`src/rtl/alu_iter.sv`:
```
// Iterative ALU: single-cycle arithmetic/logic ops, shifts and rotates stepped one bit per cycle.
// Valid/ready handshake on both input and output; result and flags held until consumed.
module alu_iter #(
  parameter int WIDTH = 16
) (
  input  logic             clk,
  input  logic             rst,
  input  logic             in_valid,
  output logic             in_ready,
  input  logic [3:0]       op,
  input  logic [WIDTH-1:0] accum,
  input  logic [WIDTH-1:0] rhs,
  input  logic             c_in,
  output logic             out_valid,
  input  logic             out_ready,
  output logic [WIDTH-1:0] result,
  output logic             zero,
  output logic             neg,
  output logic             carry,
  output logic             ovf,
  output logic             err,
  output logic             busy
);
  localparam int LW = $clog2(WIDTH);
  localparam int CW = LW + 1;

  localparam logic [3:0] OP_ADD  = 4'd0;
  localparam logic [3:0] OP_SUB  = 4'd1;
  localparam logic [3:0] OP_TEST = 4'd2;
  localparam logic [3:0] OP_AND  = 4'd3;
  localparam logic [3:0] OP_OR   = 4'd4;
  localparam logic [3:0] OP_XOR  = 4'd5;
  localparam logic [3:0] OP_NOT  = 4'd6;
  localparam logic [3:0] OP_SHL  = 4'd7;
  localparam logic [3:0] OP_SHR  = 4'd8;
  localparam logic [3:0] OP_ASR  = 4'd9;
  localparam logic [3:0] OP_ROL  = 4'd10;
  localparam logic [3:0] OP_ROR  = 4'd11;
  localparam logic [3:0] OP_ADC  = 4'd12;
  localparam logic [3:0] OP_SBC  = 4'd13;

  typedef enum logic [1:0] {IDLE, SHIFT, DONE} state_t;

  state_t           r_state;
  logic [3:0]       r_op;
  logic [WIDTH-1:0] r_result;
  logic [CW-1:0]    r_cnt;
  logic             r_zero, r_neg, r_carry, r_ovf, r_err;

  logic             w_accept, w_isShift, w_cin;
  logic [CW-1:0]    w_n;
  logic [WIDTH:0]   w_sum, w_diff;
  logic [WIDTH-1:0] w_aluRes, w_stepRes;
  logic             w_aluCarry, w_aluOvf, w_aluErr, w_stepCarry;

  assign in_ready  = !rst && (r_state == IDLE || (r_state == DONE && out_ready));
  assign w_accept  = in_valid && in_ready;
  assign out_valid = (r_state == DONE);
  assign busy      = (r_state == SHIFT);
  assign result    = r_result;
  assign zero      = r_zero;
  assign neg       = r_neg;
  assign carry     = r_carry;
  assign ovf       = r_ovf;
  assign err       = r_err;

  // Single-cycle result from the live inputs; shift ops only use this path when the count is zero.
  always_comb begin
    w_cin      = c_in && (op == OP_ADC || op == OP_SBC);
    w_sum      = {1'b0, accum} + {1'b0, rhs} + {{WIDTH{1'b0}}, w_cin};
    w_diff     = {1'b0, accum} - {1'b0, rhs} - {{WIDTH{1'b0}}, w_cin};
    w_isShift  = (op >= OP_SHL) && (op <= OP_ROR);
    w_aluRes   = '0;
    w_aluCarry = 1'b0;
    w_aluOvf   = 1'b0;
    w_aluErr   = 1'b0;
    if (op == OP_ROL || op == OP_ROR)
      w_n = {1'b0, rhs[LW-1:0]};
    else if (|rhs[WIDTH-1:LW])
      w_n = CW'(WIDTH);
    else
      w_n = {1'b0, rhs[LW-1:0]};
    case (op)
      OP_ADD, OP_ADC: begin
        w_aluRes   = w_sum[WIDTH-1:0];
        w_aluCarry = w_sum[WIDTH];
        w_aluOvf   = (accum[WIDTH-1] == rhs[WIDTH-1]) && (w_sum[WIDTH-1] != accum[WIDTH-1]);
      end
      OP_SUB, OP_SBC: begin
        w_aluRes   = w_diff[WIDTH-1:0];
        w_aluCarry = w_diff[WIDTH];
        w_aluOvf   = (accum[WIDTH-1] != rhs[WIDTH-1]) && (w_diff[WIDTH-1] != accum[WIDTH-1]);
      end
      OP_TEST: w_aluRes = accum;
      OP_AND:  w_aluRes = accum & rhs;
      OP_OR:   w_aluRes = accum | rhs;
      OP_XOR:  w_aluRes = accum ^ rhs;
      OP_NOT:  w_aluRes = ~accum;
      OP_SHL, OP_SHR, OP_ASR, OP_ROL, OP_ROR: w_aluRes = accum;
      default: w_aluErr = 1'b1;
    endcase
  end

  // One-bit move of the work register; carry is the bit that leaves the end.
  always_comb begin
    w_stepRes   = r_result;
    w_stepCarry = 1'b0;
    case (r_op)
      OP_SHL: begin
        w_stepRes   = {r_result[WIDTH-2:0], 1'b0};
        w_stepCarry = r_result[WIDTH-1];
      end
      OP_SHR: begin
        w_stepRes   = {1'b0, r_result[WIDTH-1:1]};
        w_stepCarry = r_result[0];
      end
      OP_ASR: begin
        w_stepRes   = {r_result[WIDTH-1], r_result[WIDTH-1:1]};
        w_stepCarry = r_result[0];
      end
      OP_ROL: begin
        w_stepRes   = {r_result[WIDTH-2:0], r_result[WIDTH-1]};
        w_stepCarry = r_result[WIDTH-1];
      end
      OP_ROR: begin
        w_stepRes   = {r_result[0], r_result[WIDTH-1:1]};
        w_stepCarry = r_result[0];
      end
      default: ;
    endcase
  end

  // The result register doubles as the shift work register while in SHIFT.
  always_ff @(posedge clk or posedge rst) begin
    if (rst) begin
      r_state  <= IDLE;
      r_op     <= '0;
      r_result <= '0;
      r_cnt    <= '0;
      r_zero   <= 1'b0;
      r_neg    <= 1'b0;
      r_carry  <= 1'b0;
      r_ovf    <= 1'b0;
      r_err    <= 1'b0;
    end else begin
      case (r_state)
        SHIFT: begin
          r_result <= w_stepRes;
          r_carry  <= w_stepCarry;
          r_zero   <= (w_stepRes == '0);
          r_neg    <= w_stepRes[WIDTH-1];
          r_cnt    <= r_cnt - 1'b1;
          if (r_cnt == CW'(1))
            r_state <= DONE;
        end
        default: begin
          if (w_accept) begin
            r_op <= op;
            if (w_isShift && w_n != '0) begin
              r_result <= accum;
              r_cnt    <= w_n;
              r_carry  <= 1'b0;
              r_zero   <= 1'b0;
              r_neg    <= 1'b0;
              r_ovf    <= 1'b0;
              r_err    <= 1'b0;
              r_state  <= SHIFT;
            end else begin
              r_result <= w_aluRes;
              r_carry  <= w_aluCarry;
              r_ovf    <= w_aluOvf;
              r_err    <= w_aluErr;
              r_zero   <= !w_aluErr && (w_aluRes == '0);
              r_neg    <= w_aluRes[WIDTH-1];
              r_state  <= DONE;
            end
          end else if (r_state == DONE && out_ready) begin
            r_state <= IDLE;
          end
        end
      endcase
    end
  end

endmodule
```
`config.mk`:
```
export PLATFORM = sky130hd
export DESIGN_NAME = alu_iter
export DESIGN_NICKNAME = d
export VERILOG_FILES = /design/src/rtl/alu_iter.sv
export SDC_FILE = /design/constraint.sdc
export NUM_CORES = 1
export LEC_CHECK = 0
export BUFFER_PORTS_ARGS = -buffer_cell sky130_fd_sc_hd__buf_2
export CORE_MARGIN = 1
export CORE_UTILIZATION = 50
export DETAILED_ROUTE_END_ITERATION = 6
export PLACE_DENSITY = 0.8
export SLEW_MARGIN = 20
export SYNTH_ARGS = -nofsm -noshare
export SYNTH_HDL_FRONTEND = slang
export SYNTH_SLANG_ARGS = --single-unit
```
`constraint.sdc`:
```
create_clock -name clk -period 2.3 [get_ports clk]
set_clock_uncertainty 0.15 [all_clocks]
set_input_delay 0.115 -clock clk [delete_from_list [all_inputs] [get_ports clk]]
set_output_delay 0.115 -clock clk [all_outputs]
set_load 0.03 [all_outputs]
```
* Word level (Yosys, flattened, before mapping)
Cells that the tools add are included.
** Operators by class
- Add/subtract/negate cells :: 5
- Magnitude comparators :: 2
- Equal/unequal tests :: 26
- Muxes and demuxes :: 30
- Bitwise gates (word level) :: 5
- Reduce and logical (&&, ||, !) cells :: 31
** Operators by type and width (count)
- 16-bit case mux with 7 select lines :: 1
- 16-bit case mux with 5 select lines :: 1
- 16-bit two-way mux :: 3
- 4-bit == test (second input constant) :: 10
- 16-bit logical NOT :: 2
- 5-bit two-way mux :: 5
- 4-bit by 3-bit == test with 1-bit output (second input constant) :: 5
- 16-bit by 16-bit adder with 17-bit output :: 1
- 17-bit by 1-bit adder with 17-bit output :: 1
- 16-bit by 16-bit subtractor with 17-bit output :: 1
- 17-bit by 1-bit subtractor with 17-bit output :: 1
- 16-bit bitwise AND :: 1
- 16-bit NOT :: 1
- 16-bit OR :: 1
- 16-bit bitwise XOR :: 1
- 14-bit OR reduction :: 1
- 1-bit two-way mux :: 12
- 12-bit OR reduction :: 1
- 2-bit two-way mux :: 5
- 1-bit logical AND :: 9
- 4-bit by 2-bit == test with 1-bit output (second input constant) :: 2
- 1-bit case mux with 2 select lines :: 3
- 2-bit AND reduction :: 3
- 2-bit OR reduction :: 3
- other kinds (20) :: 25
** Storage, ports and cells
- Flip-flop bits (word level) :: 32
- Input port bits :: 41
- Output and inout bits :: 24

* Longest topological paths before layout
Gate-level depths: netlist of the first run.
- Depth after elaboration :: 10
- Depth in mapped cells :: 15
- Depth with buffers taken out :: 15

* Worst setup path after synthesis of the first run
No wires, ideal clock.
- Kind :: input to register
- Start :: in op[3]
- End :: reg r_zero (netlist: zero)
- Library setup time :: 63 ps
- Arrival :: 3110 ps
- Data required time :: 2087 ps
- Setup slack :: -1023 ps
- Stages on the path :: 15
- Path through :: buf_4 -> nand3_1 -> inv_1 -> fa_1 -> inv_1 -> ha_1 -> o21a_1 -> or4_1 -> nand3_1 -> o2111ai_1 -> a211oi_1 -> or4b_2 -> nor4_1 -> and4_1 -> a21bo_1
** Between the ends
- Word-level cells in the longest chain between the ends :: 10
- Elaborated cells between the ends (all ways) :: 35
** Ends and longest elaborated chain
- start, declared :: RTL line 10 : input logic [3:0] op,
- 4-bit == test :: RTL line 69, 83
- 1-bit logical OR :: RTL line 69 : w_cin = c_in && (op == OP_ADC || op == OP_SBC);
- 1-bit logical AND :: RTL line 69
- 17-bit by 1-bit subtractor with 17-bit output or 17-bit by 1-bit adder with 17-bit output (tied branches) :: RTL line 71, 70
- 16-bit case mux with 7 select lines :: RTL line 83 : case (op)
- 16-bit logical NOT :: RTL line 173 : r_zero <= !w_aluErr && (w_aluRes == '0);
- 1-bit logical AND :: RTL line 173
- 1-bit two-way mux (*) :: RTL line 159 : if (w_isShift && w_n != '0) begin
- 1-bit two-way mux (*) :: RTL line 157 : if (w_accept) begin
- 1-bit two-way mux (*) :: RTL line 146 : case (r_state)
- end signal, assigned :: RTL line 150 : r_zero <= (w_stepRes == '0);
- end signal, assigned :: RTL line 173
- end, declared :: RTL line 48 : logic r_zero, r_neg, r_carry, r_ovf, r_err;
Mark *: on every way between the ends. The rest lies on a longest branch, timed or not. The select of a mux whose other input is x is not followed.
A chain may end at the register's enable or synchronous reset.

* Final worst setup path of the first run
- Start :: in op[1]
- End :: reg r_result[15] (netlist: result[15])
** Between the ends
- Word-level cells in the longest chain between the ends :: 8
- Elaborated cells between the ends (all ways) :: 32
** Ends and longest elaborated chain
- 4-bit == test (on tied branches) :: RTL line 69, 83, 77
- 1-bit logical OR (on tied branches) :: RTL line 69, 77
- 1-bit logical AND or 5-bit two-way mux (tied branches) :: RTL line 69, 77
- 17-bit by 1-bit subtractor with 17-bit output (tied with other cells) :: RTL line 71 : w_diff = {1'b0, accum} - {1'b0, rhs} - {{WIDTH{1'b0}}, w_cin};
- 16-bit case mux with 7 select lines or 1-bit logical AND (tied branches) :: RTL line 83, 159
- 16-bit two-way mux (*) :: RTL line 159
- 16-bit two-way mux (*) :: RTL line 157
- 16-bit two-way mux (*) :: RTL line 146
- end signal, assigned :: RTL line 148 : r_result <= w_stepRes;
- end signal, assigned :: RTL line 160 : r_result <= accum;
- end signal, assigned :: RTL line 169 : r_result <= w_aluRes;
- end, declared :: RTL line 46 : logic [WIDTH-1:0] r_result;
Marks and branches as above.

==> impl_metrics.toml, run 1 <==
[placed_design]
port-buffer-count = 64
place_area_um2 = 7170
dpl.hpwl_mm = 16.0
gp_congestion = 1.08
dp.cells = 1040

[floorplan]
die_w_um = 102
ios = 65
initial_core_util = 0.516
row_count = 36
core_um2 = 9770
dieArea_um2 = 10500
die_h_um = 102

[clocking]
ctsRootBufferMaster = "clkbuf_8"
insertion_delay_ns = 0.30
clock-sinks = 32
cts_max_level = 2
cts_buffer_depth = 2
clkTransAtPathRegs_ns = 0.07
cts_buffers = 5
cts_tree = "built"

[logic_synthesis]
ys_ff_latch = 32
yosysUniqueCellTypes = 75
synth_xor_area_frac = 0.0347
syn_inst = 660
synth_compound_area_frac = 0.318
synth_edf_count = 0
avgSynthCellArea_um2 = 7.65
synthFlopType = "dfrtp_1"
yosys.area_share.simple = 0.203
muxShareOfSynthArea = 0.0359
yosysSeqAreaShare = 0.159
synth_top_family_by_area = "compound AO/OA/AOI/OAI gates"
ys_warn_count = 0
syn_area_um2 = 5050
synth_async_sr_flop_share = 1.00
syn_nets = 769
synth_adder_area_share = 0.175

[sta]
timing.final.ws_setup_ns = -0.936
maxSlewHeadroom = 0.544
rsz0062_at_grt = "yes"
worst_slew_pin_slew_ns = 0.683
slew_violations = 0
post-route-period-util = 1.41
fin_setup_tns_ns = -9.89
max_freq_mhz = 309
hold_viol = 0
min_period_ns = 3.24
setup_viol = 19

[critical_path]
end_kind = "register"
r2r_start = "r_op[2]"
critical_path_class = "input pin to register"
r2r_slack_ns = -0.16
worstPathMaxFanout = 3
critical_path_arrival_ns = 3.27
r2r_cells = 9
start_kind = "input pin"
worstPathRequired_ns = 2.33
rr_endpoint = "zero"

[min_path]
min_path_cells = 4
holdCritStartpoint = "accum[6]"
worst_hold_path.endpoint = "result[6]"
min_path_type = "input pin to register"

[route]
routed_wl_mm = 21.4
via_per_inst = 6.34
post-route-drc-count = 0
drt_iter0_drc = 782
avgRoutedWirePerCell_um = 20.2
firstDrtPassIters = 7
dr_total_vias = 6691
ant_nets = 0

[final_layout]
final_cells = 1056
mostFrequentLayoutCells = "209 x buf_4, 64 x nand2_1, 62 x buf_2, 61 x ha_1, 59 x inv_1"
areaGrowthSynthToFinish_pct = 51.8
nets = 1031
finalInstanceArea_um2 = 7660
diodes = 0
layout_commonest_cell = "buf_4"
layout-drive-gt1-share = 0.410
fill_cells = 667

[global_routing]
gr-total-overflow = 0
grt_usage = 0.400
grt_pass1_vias = 6275
grt_max_degree = 33
grt_pass1_wl_mm = 32.1
grt_antenna_before_repair = 0

[outcome]
status = "finished, violations left"
violations = "negative setup slack"

[job]
cap_viol_max_count = 0

[power_and_ir_drop]
peakVddDrop_mv = 0.655
p_total_mw = 5.44
powerDensity_nw_per_um2 = 709
leakage_nw = 3.72
==> kinds of logic (layout without fill, tap and decap cells) <==
kind of cell / count (synthesis) / count (layout)
compound gates: 221 / 221
xor+xnor: 20 / 20
fa+ha+maj: 68 / 68
buf+inv: 96 / 359
flops: 32 / 32
mux: 17 / 17
simple gates: 206 / 206
==> registers in the layout, indices dropped and copies added, names as in the netlist, 2 cells and up <==
name / flops
r_cnt: 5
result: 16
r_state: 2
r_op: 4
==> layer usage <==
metal | part of all wire | vias to the layer above | wire length [µm] | GRT usage
met2 | 0.46 | 462 | 9890 | 0.662
li1 | - | 2997 | - | -
met5 | 0 | - | 0 | 0
met4 | 0.044 | 0 | 947 | 0.174
met3 | 0.10 | 106 | 2160 | 0.0431
met1 | 0.39 | 3126 | 8380 | 0.524
==> per-stage QoR <==
step           setup WS (ns)  hold WS, ns   util
2_1_floorplan         -0.946       0.0812      -
3_3_place_gp           -1.29       0.0936  0.733
3_5_place_dp           -1.38        0.109  0.733
4_1_cts               -0.809       0.0412  0.771
5_1_grt                -1.01       0.0821  0.784
6_report              -0.936       0.0455  0.784
==> how the worst max path moves through the flow <==
stage | cells past startpoint | slack, ns | startpoint | to
2_1_floorplan | 15 | -0.95 | op[2] | zero
3_3_place_gp | 16 | -1.29 | op[2] | zero
3_5_place_dp | 16 | -1.38 | op[2] | zero
4_1_cts | 14 | -0.81 | op[1] | zero
5_1_grt | 15 | -1.01 | op[1] | result[15]
6_report | 15 | -0.94 | op[1] | result[15]
==> synthesized netlist by cell type, types with 10 or more instances <==
master | number | area (µm²)
nand3_1 | 13 | 65.1
a222oi_1 | 16 | 160
xnor2_1 | 10 | 87.6
a221oi_1 | 15 | 131
a21oi_1 | 33 | 165
nor3_1 | 14 | 70.1
ha_1 | 64 | 801
dfrtp_1 | 32 | 801
a22oi_1 | 12 | 90.1
nand2_1 | 64 | 240
inv_1 | 63 | 236
nor2_1 | 44 | 165
nor2b_1 | 11 | 68.8
nor4_1 | 10 | 62.6
o21ai_0 | 47 | 235
clkbuf_1 | 22 | 82.6
xor2_1 | 10 | 87.6
==> critical path, cell delays in order <==
cell	delay, ns
buf_8	0.10
nor2b_4	0.13
nand3_4	0.09
buf_6	0.12
fa_2	0.43
ha_4	0.19
or4_4	0.44
o22a_4	0.24
a311oi_4	0.27
o21ai_1	0.13
a21o_1	0.24
mux2i_1	0.15
a211oi_2	0.20
o22ai_1	0.14
a221o_1	0.28
==> power breakdown <==
part	internal, mW	switching [mW]	leakage (nW)
registers	0.787	0.282	0.403
logic	1.76	2.15	3.27
clock network	0.239	0.222	0.0510
==> cell type report <==
type	count	area, µm²	share of cell area
Clock inverter	2	10.0	0.00131
Multi-Input combinational cell	532	4280	0.558
Timing Repair Buffer	287	2090	0.272
Sequential cell	32	801	0.105
Inverter	64	240	0.0314
Tap cell	133	166	0.0217
Clock buffer	6	82.6	0.0108
==> what timing repair did <==
item                                    in CTS  in global routing
buffers inserted                            10                  1
hold buffers                                 2                  0
endpoints found under the setup margin      19                 22
pin swaps                                   23                 19
hold endpoints to repair                    33                  0
gates resized for setup                     42                 31
Note: power is estimated with default switching activity, not from simulation.
==> run 2: changes to the inputs <==
- PLACE_DENSITY: 0.8 -> 0.78
==> run 2 against run 1 <==
The run ends with design-rule violations, negative setup slack left; non-clock buffer count is 20 higher; global-route usage grew 1.7 points; design area grew 3.7%; clock-buffer cell count rose by 2; combinational power rose by 14%; sequential cell count did not move; maximum frequency grew 3.3%; wire length rose by 7.9%; clock power barely moved; first-iteration DRC count up 2.6%; critical path type unchanged; largest cell class unchanged.
==> impl_metrics.toml, run 2 (same netlist as run 1, synthesis figures left out) <==
[outcome]
status = "finished, violations left"
violations = "design-rule violations, negative setup slack"

[route]
post-route-drc-count = 19
dr_total_vias = 6873
drt_iter0_drc = 802
firstDrtPassIters = 7
ant_nets = 0
routed_wl_mm = 23.1
via_per_inst = 6.38
avgRoutedWirePerCell_um = 21.4

[sta]
rsz0062_at_grt = "yes"
maxSlewHeadroom = 0.531
min_period_ns = 3.13
slew_violations = 0
setup_viol = 19
max_freq_mhz = 319
timing.final.ws_setup_ns = -0.832
whs_ns = 0.0450
hold_viol = 0
worst_slew_pin_slew_ns = 0.693
post-route-period-util = 1.36

[clocking]
cts_tree = "built"
cts_buffer_depth = 2
clock-sinks = 32
cts_buffers = 5
cts_max_level = 2
ctsRootBufferMaster = "clkbuf_8"
insertion_delay_ns = 0.30
clkTransAtPathRegs_ns = 0.07

[final_layout]
largest_reg_flops = 16
layout-drive-gt1-share = 0.441
final_cells = 1077
fin_util = 0.813
nets = 1052
diodes = 0
mostFrequentLayoutCells = "224 x buf_4, 62 x nand2_1, 62 x ha_1, 62 x buf_2, 59 x inv_1"
finalInstanceArea_um2 = 7950
layout_commonest_cell = "buf_4"
fill_cells = 608
areaGrowthSynthToFinish_pct = 57.5

[global_routing]
grt_usage = 0.417
gr-total-overflow = 0
grt_antenna_before_repair = 0
grt_pass1_wl_mm = 33.2
grt_max_degree = 33
grt_pass1_vias = 6447

[placed_design]
place_area_um2 = 7190
dp.cells = 1045
port-buffer-count = 64
dpl.hpwl_mm = 16.1
dp_slack_ns = -1.30
gp_congestion = 1.01

[critical_path]
path_cells = "buf_8, nor2b_4, nand3_4, buf_6, fa_2, ha_4, or4_4, o22a_4, buf_6, xnor2_2, o221ai_2, or4b_4, nor4_4, and4_1, a21bo_1"
worstPathRequired_ns = 2.40
worstPathMaxFanout = 3
start_kind = "input pin"
end_kind = "register"
max_stage_delay_ns = 0.56
cp_slowest_cell = "or4b_4"
critical_path_arrival_ns = 3.23
critical_path_class = "input pin to register"
critPathMostFrequentCell = "buf_6"

[min_path]
min_path_type = "input pin to register"

[floorplan]
dieArea_um2 = 10500
core_um2 = 9770
initial_core_util = 0.516
die_h_um = 102
ios = 65
row_count = 36
die_w_um = 102

[job]
cap_viol_max_count = 0

[power_and_ir_drop]
peakVddDrop_mv = 0.827
powerDensity_nw_per_um2 = 760
leakage_nw = 3.87
==> run 2: cell count changes in the layout (fill, tap and decap cells not counted), moves of 3 or more <==
cell / delta
buf_6: +5
buf_4: +15
nor2b_4: +3
nor2b_1: -3
==> run 2: worst max-delay path, delay by kind of cell <==
kind / cells / cell delay, ns
simple gates: 6 / 1.56
compound gates: 3 / 0.49
buf+inv: 3 / 0.35
fa+ha+maj: 2 / 0.56
xor+xnor: 1 / 0.15
==> run 2: power by group <==
| part | internal, mW | leakage, nW | switching [mW] |
|---|---|---|---|
| logic | 2.01 | 3.42 | 2.44 |
| clock network | 0.244 | 0.0455 | 0.216 |
| registers | 0.789 | 0.402 | 0.343 |
| total | 3.04 | 3.87 | 3.00 |
==> run 2: path summary, 6_finish.rpt <==
check | slack [ns] | startpoint | end | cells after the start
min | 0.05 | accum[6] | result[6] | 4
min reg2reg | 0.34 | ovf | ovf | 2
min in group asynchronous | 0.39 | rst | result[3] | 4
max | -0.83 | op[1] | zero | 15
max in group asynchronous | 1.29 | rst | r_op[3] | 4
max reg2reg | -0.37 | r_op[2] | zero | 10
==> run 2: cell type report <==
type / instances / area, µm² / area share
repair buffers: 307 / 2240 / 0.282
flip-flops and latches: 32 / 802 / 0.101
well taps: 133 / 166 / 0.0209
clock buffers: 8 / 90.1 / 0.0113
multi-input cells: 533 / 4410 / 0.555
inverters: 64 / 240 / 0.0302
==> run 2: stage by stage <==
step                power (mW)  setup TNS, ns
floorplan                 3.06          -5.50
global placement          4.44         -14.23
detailed placement        4.57         -15.55
CTS                       5.35          -7.66
global route              6.44         -10.86
finish                    6.04          -7.98
==> run 2: per-layer routing <==
metal  global-route usage  up-vias  wire, µm
met5              0.00962        -         0
met4                0.207        0      1300
met3               0.0944      142      2420
met2                0.680      475     10700
met1                0.514     3219      8620
li1                     -     3037         -
==> run 2: timing repair <==
action                                 in CTS  in global routing
cloned                                      0                  1
resized for setup                          58                 51
endpoints found under the hold margin      33                  0
hold buffers                                2                  0
setup endpoints to repair                  19                 26
setup buffers                              16                 15
pin swaps                                  49                 23
==> run 3: changes to the inputs <==
- ABC_AREA: default -> 1
==> run 3 against run 2 <==
The flow finishes with violations (negative setup slack); design area fell by 7.1%; clock-buffer cell count shrank 2; critical path depth rose by 7; critical endpoint unchanged.
==> impl_metrics.toml, run 3 <==
[floorplan]
die_h_um = 107
ios = 65
row_count = 37
core_um2 = 10500
die_w_um = 107
dieArea_um2 = 11500
initial_core_util = 0.525

[clocking]
insertion_delay_ns = 0.29
cts_tree = "built"
clock-sinks = 32
cts_max_level = 2
cts_buffer_depth = 2
cts_buffers = 5
ctsRootBufferMaster = "clkbuf_8"
clkTransAtPathRegs_ns = 0.07

[final_layout]
nets = 1289
areaGrowthSynthToFinish_pct = 33.8
finalInstanceArea_um2 = 7380
largest_reg_flops = 16
diodes = 0
mostFrequentLayoutCells = "293 x nand2_1, 172 x inv_1, 143 x buf_4, 97 x nor2_1, 62 x buf_2"
fill_cells = 950
layout_commonest_cell = "nand2_1"
layout-drive-gt1-share = 0.250

[global_routing]
grt_pass1_wl_mm = 30.8
grt_antenna_before_repair = 0
grt_pass1_vias = 6518
grt_usage = 0.340
grt_max_degree = 33
gr-total-overflow = 0

[critical_path]
r2r_start = "r_op[2]"
start_kind = "input pin"
end_kind = "register"
worstPathMaxFanout = 3
r2r_cells = 12
worstPathRequired_ns = 2.38
rr_endpoint = "zero"
r2r_slack_ns = 0.18
critical_path_arrival_ns = 2.39
critical_path_class = "input pin to register"

[logic_synthesis]
ys_warn_count = 0
avgSynthCellArea_um2 = 5.64
synth_edf_count = 0
yosys.area_share.simple = 0.409
yosysSeqAreaShare = 0.145
synthFlopType = "dfrtp_1"
syn_inst = 978
synth_most_common_cell = "nand2_1"
synth_compound_area_frac = 0.141
ys_ff_latch = 32
yosys.area.top_type = "nand2_1"
synth_xor_area_frac = 0.00476
synth_async_sr_flop_share = 1.00
yosysUniqueCellTypes = 43
syn_nets = 1087
muxShareOfSynthArea = 0
synth_top_family_by_area = "simple AND/OR/NAND/NOR gates"
ys_top_cells_by_count = "303 x nand2_1, 177 x inv_1, 109 x nor2_1, 70 x nand3_1, 64 x ha_1"
syn_area_um2 = 5520
synth_adder_area_share = 0.160
synth_top_area_frac = 0.206
synth.area.top_cells = "nand2_1 21%, dfrtp_1 15%, ha_1 15%"

[power_and_ir_drop]
peakVddDrop_mv = 0.589
leakage_nw = 4.16
p_total_mw = 4.73
powerDensity_nw_per_um2 = 641

[placed_design]
dpl.hpwl_mm = 15.4
place_area_um2 = 7030
gp_congestion = 0.990
port-buffer-count = 64

[sta]
min_period_ns = 2.31
slew_violations = 0
hold_viol = 0
post-route-period-util = 1.00
setup_viol = 1
worst_slew_pin_slew_ns = 0.742
max_freq_mhz = 433
maxSlewHeadroom = 0.505
rsz0062_at_grt = "yes"
timing.final.ws_setup_ns = -0.0106

[route]
avgRoutedWirePerCell_um = 14.8
routed_wl_mm = 19.5
post-route-drc-count = 0
via_per_inst = 5.39
drt_iter0_drc = 753
ant_nets = 0
firstDrtPassIters = 7
dr_total_vias = 7098

[outcome]
status = "finished, violations left"
violations = "negative setup slack"

[min_path]
min_path_type = "input pin to register"
worst_hold_path.endpoint = "result[14]"
min_path_cells = 4
holdCritStartpoint = "accum[14]"

[job]
cap_viol_max_count = 0
## run 3: cell count changes after synthesis, moves of 16 or more
cell and delta:
a222oi_1 -16, inv_1 +114, nand2_1 +239, nand3_1 +57, nor2_1 +65
## run 3: per-layer routing
metal / global-route usage / routed length [µm] / part of all wire / vias to the layer above
met3: 0.0450 / 1830 / 0.094 / 70
met2: 0.559 / 8780 / 0.45 / 397
met1: 0.444 / 8070 / 0.41 / 3137
met5: 0 / 0 / 0 / -
met4: 0.144 / 824 / 0.042 / 0
li1: - / - / - / 3494
## run 3: worst max-delay path by stage
stage | from | to | slack [ns] | depth (start not counted)
final | op[3] | zero | -0.01 | 22
after global routing | op[3] | zero | -0.21 | 25
after CTS | op[3] | zero | 0.01 | 22
after detailed placement | op[3] | zero | -0.44 | 23
after global placement | op[3] | zero | -0.42 | 25
after floorplan | op[3] | zero | -0.008 | 24
## run 3: worst max-delay path: stages
cell	delay, ns
buf_6	0.11
nand2_8	0.06
inv_4	0.04
nand3_4	0.06
inv_2	0.04
fa_2	0.55
inv_2	0.05
ha_4	0.15
inv_2	0.06
nand2_4	0.06
buf_6	0.11
nand3_2	0.06
nand4_1	0.16
nor2_1	0.13
nor2_1	0.05
nor2_1	0.15
nand2_1	0.08
nor2_2	0.11
nand3_1	0.07
nand3_1	0.07
nand2_1	0.05
inv_1	0.04
## run 3: repair_timing
action / in CTS / in global routing
setup endpoints to repair: 4 / 15
hold buffers: 1 / 0
pin swaps: 16 / 13
gates resized for setup: 20 / 46
setup buffers: 4 / 3
endpoints found under the hold margin: 32 / 0
## run 3: cell type report
cell class	instances	area, µm²	area share
Multi-Input combinational cell	748	4190	0.568
Timing Repair Buffer	210	1450	0.196
Sequential cell	32	801	0.108
Inverter	183	694	0.0941
Tap cell	136	170	0.0231
Clock buffer	6	72.6	0.00983
Clock inverter	1	5.00	0.000678
## run 3: cell families (layout without fill, tap and decap cells)
kind of cell,count (synthesis),in the layout
buf+inv,198,400
fa+ha+maj,68,68
flops,32,32
xor+xnor,3,3
compound gates,142,142
simple gates,535,535
## run 3: metrics by stage
step / TNS (ns) / setup WS [ns] / hold WS (ns) / std cells / utilization
CTS: 0 / 0.0142 / 0.0649 / 1315 / 0.685
floorplan: -0.00788 / -0.00788 / 0.0812 / 978 / -
global placement: -3.95 / -0.421 / 0.0813 / 1303 / 0.669
global route: -0.424 / -0.213 / 0.0984 / 1316 / 0.702
detailed placement: -4.62 / -0.445 / 0.0935 / 1303 / 0.669
finish: -0.0106 / -0.0106 / 0.0646 / 1316 / 0.702
## run 3: report_power, final
part           leakage (nW)  switching [mW]  total [mW]  internal, mW
logic                  3.72            2.04        3.25          1.20
clock network        0.0410           0.214       0.420         0.206
registers             0.403           0.256        1.07         0.811
total                  4.16            2.51        4.73          2.22
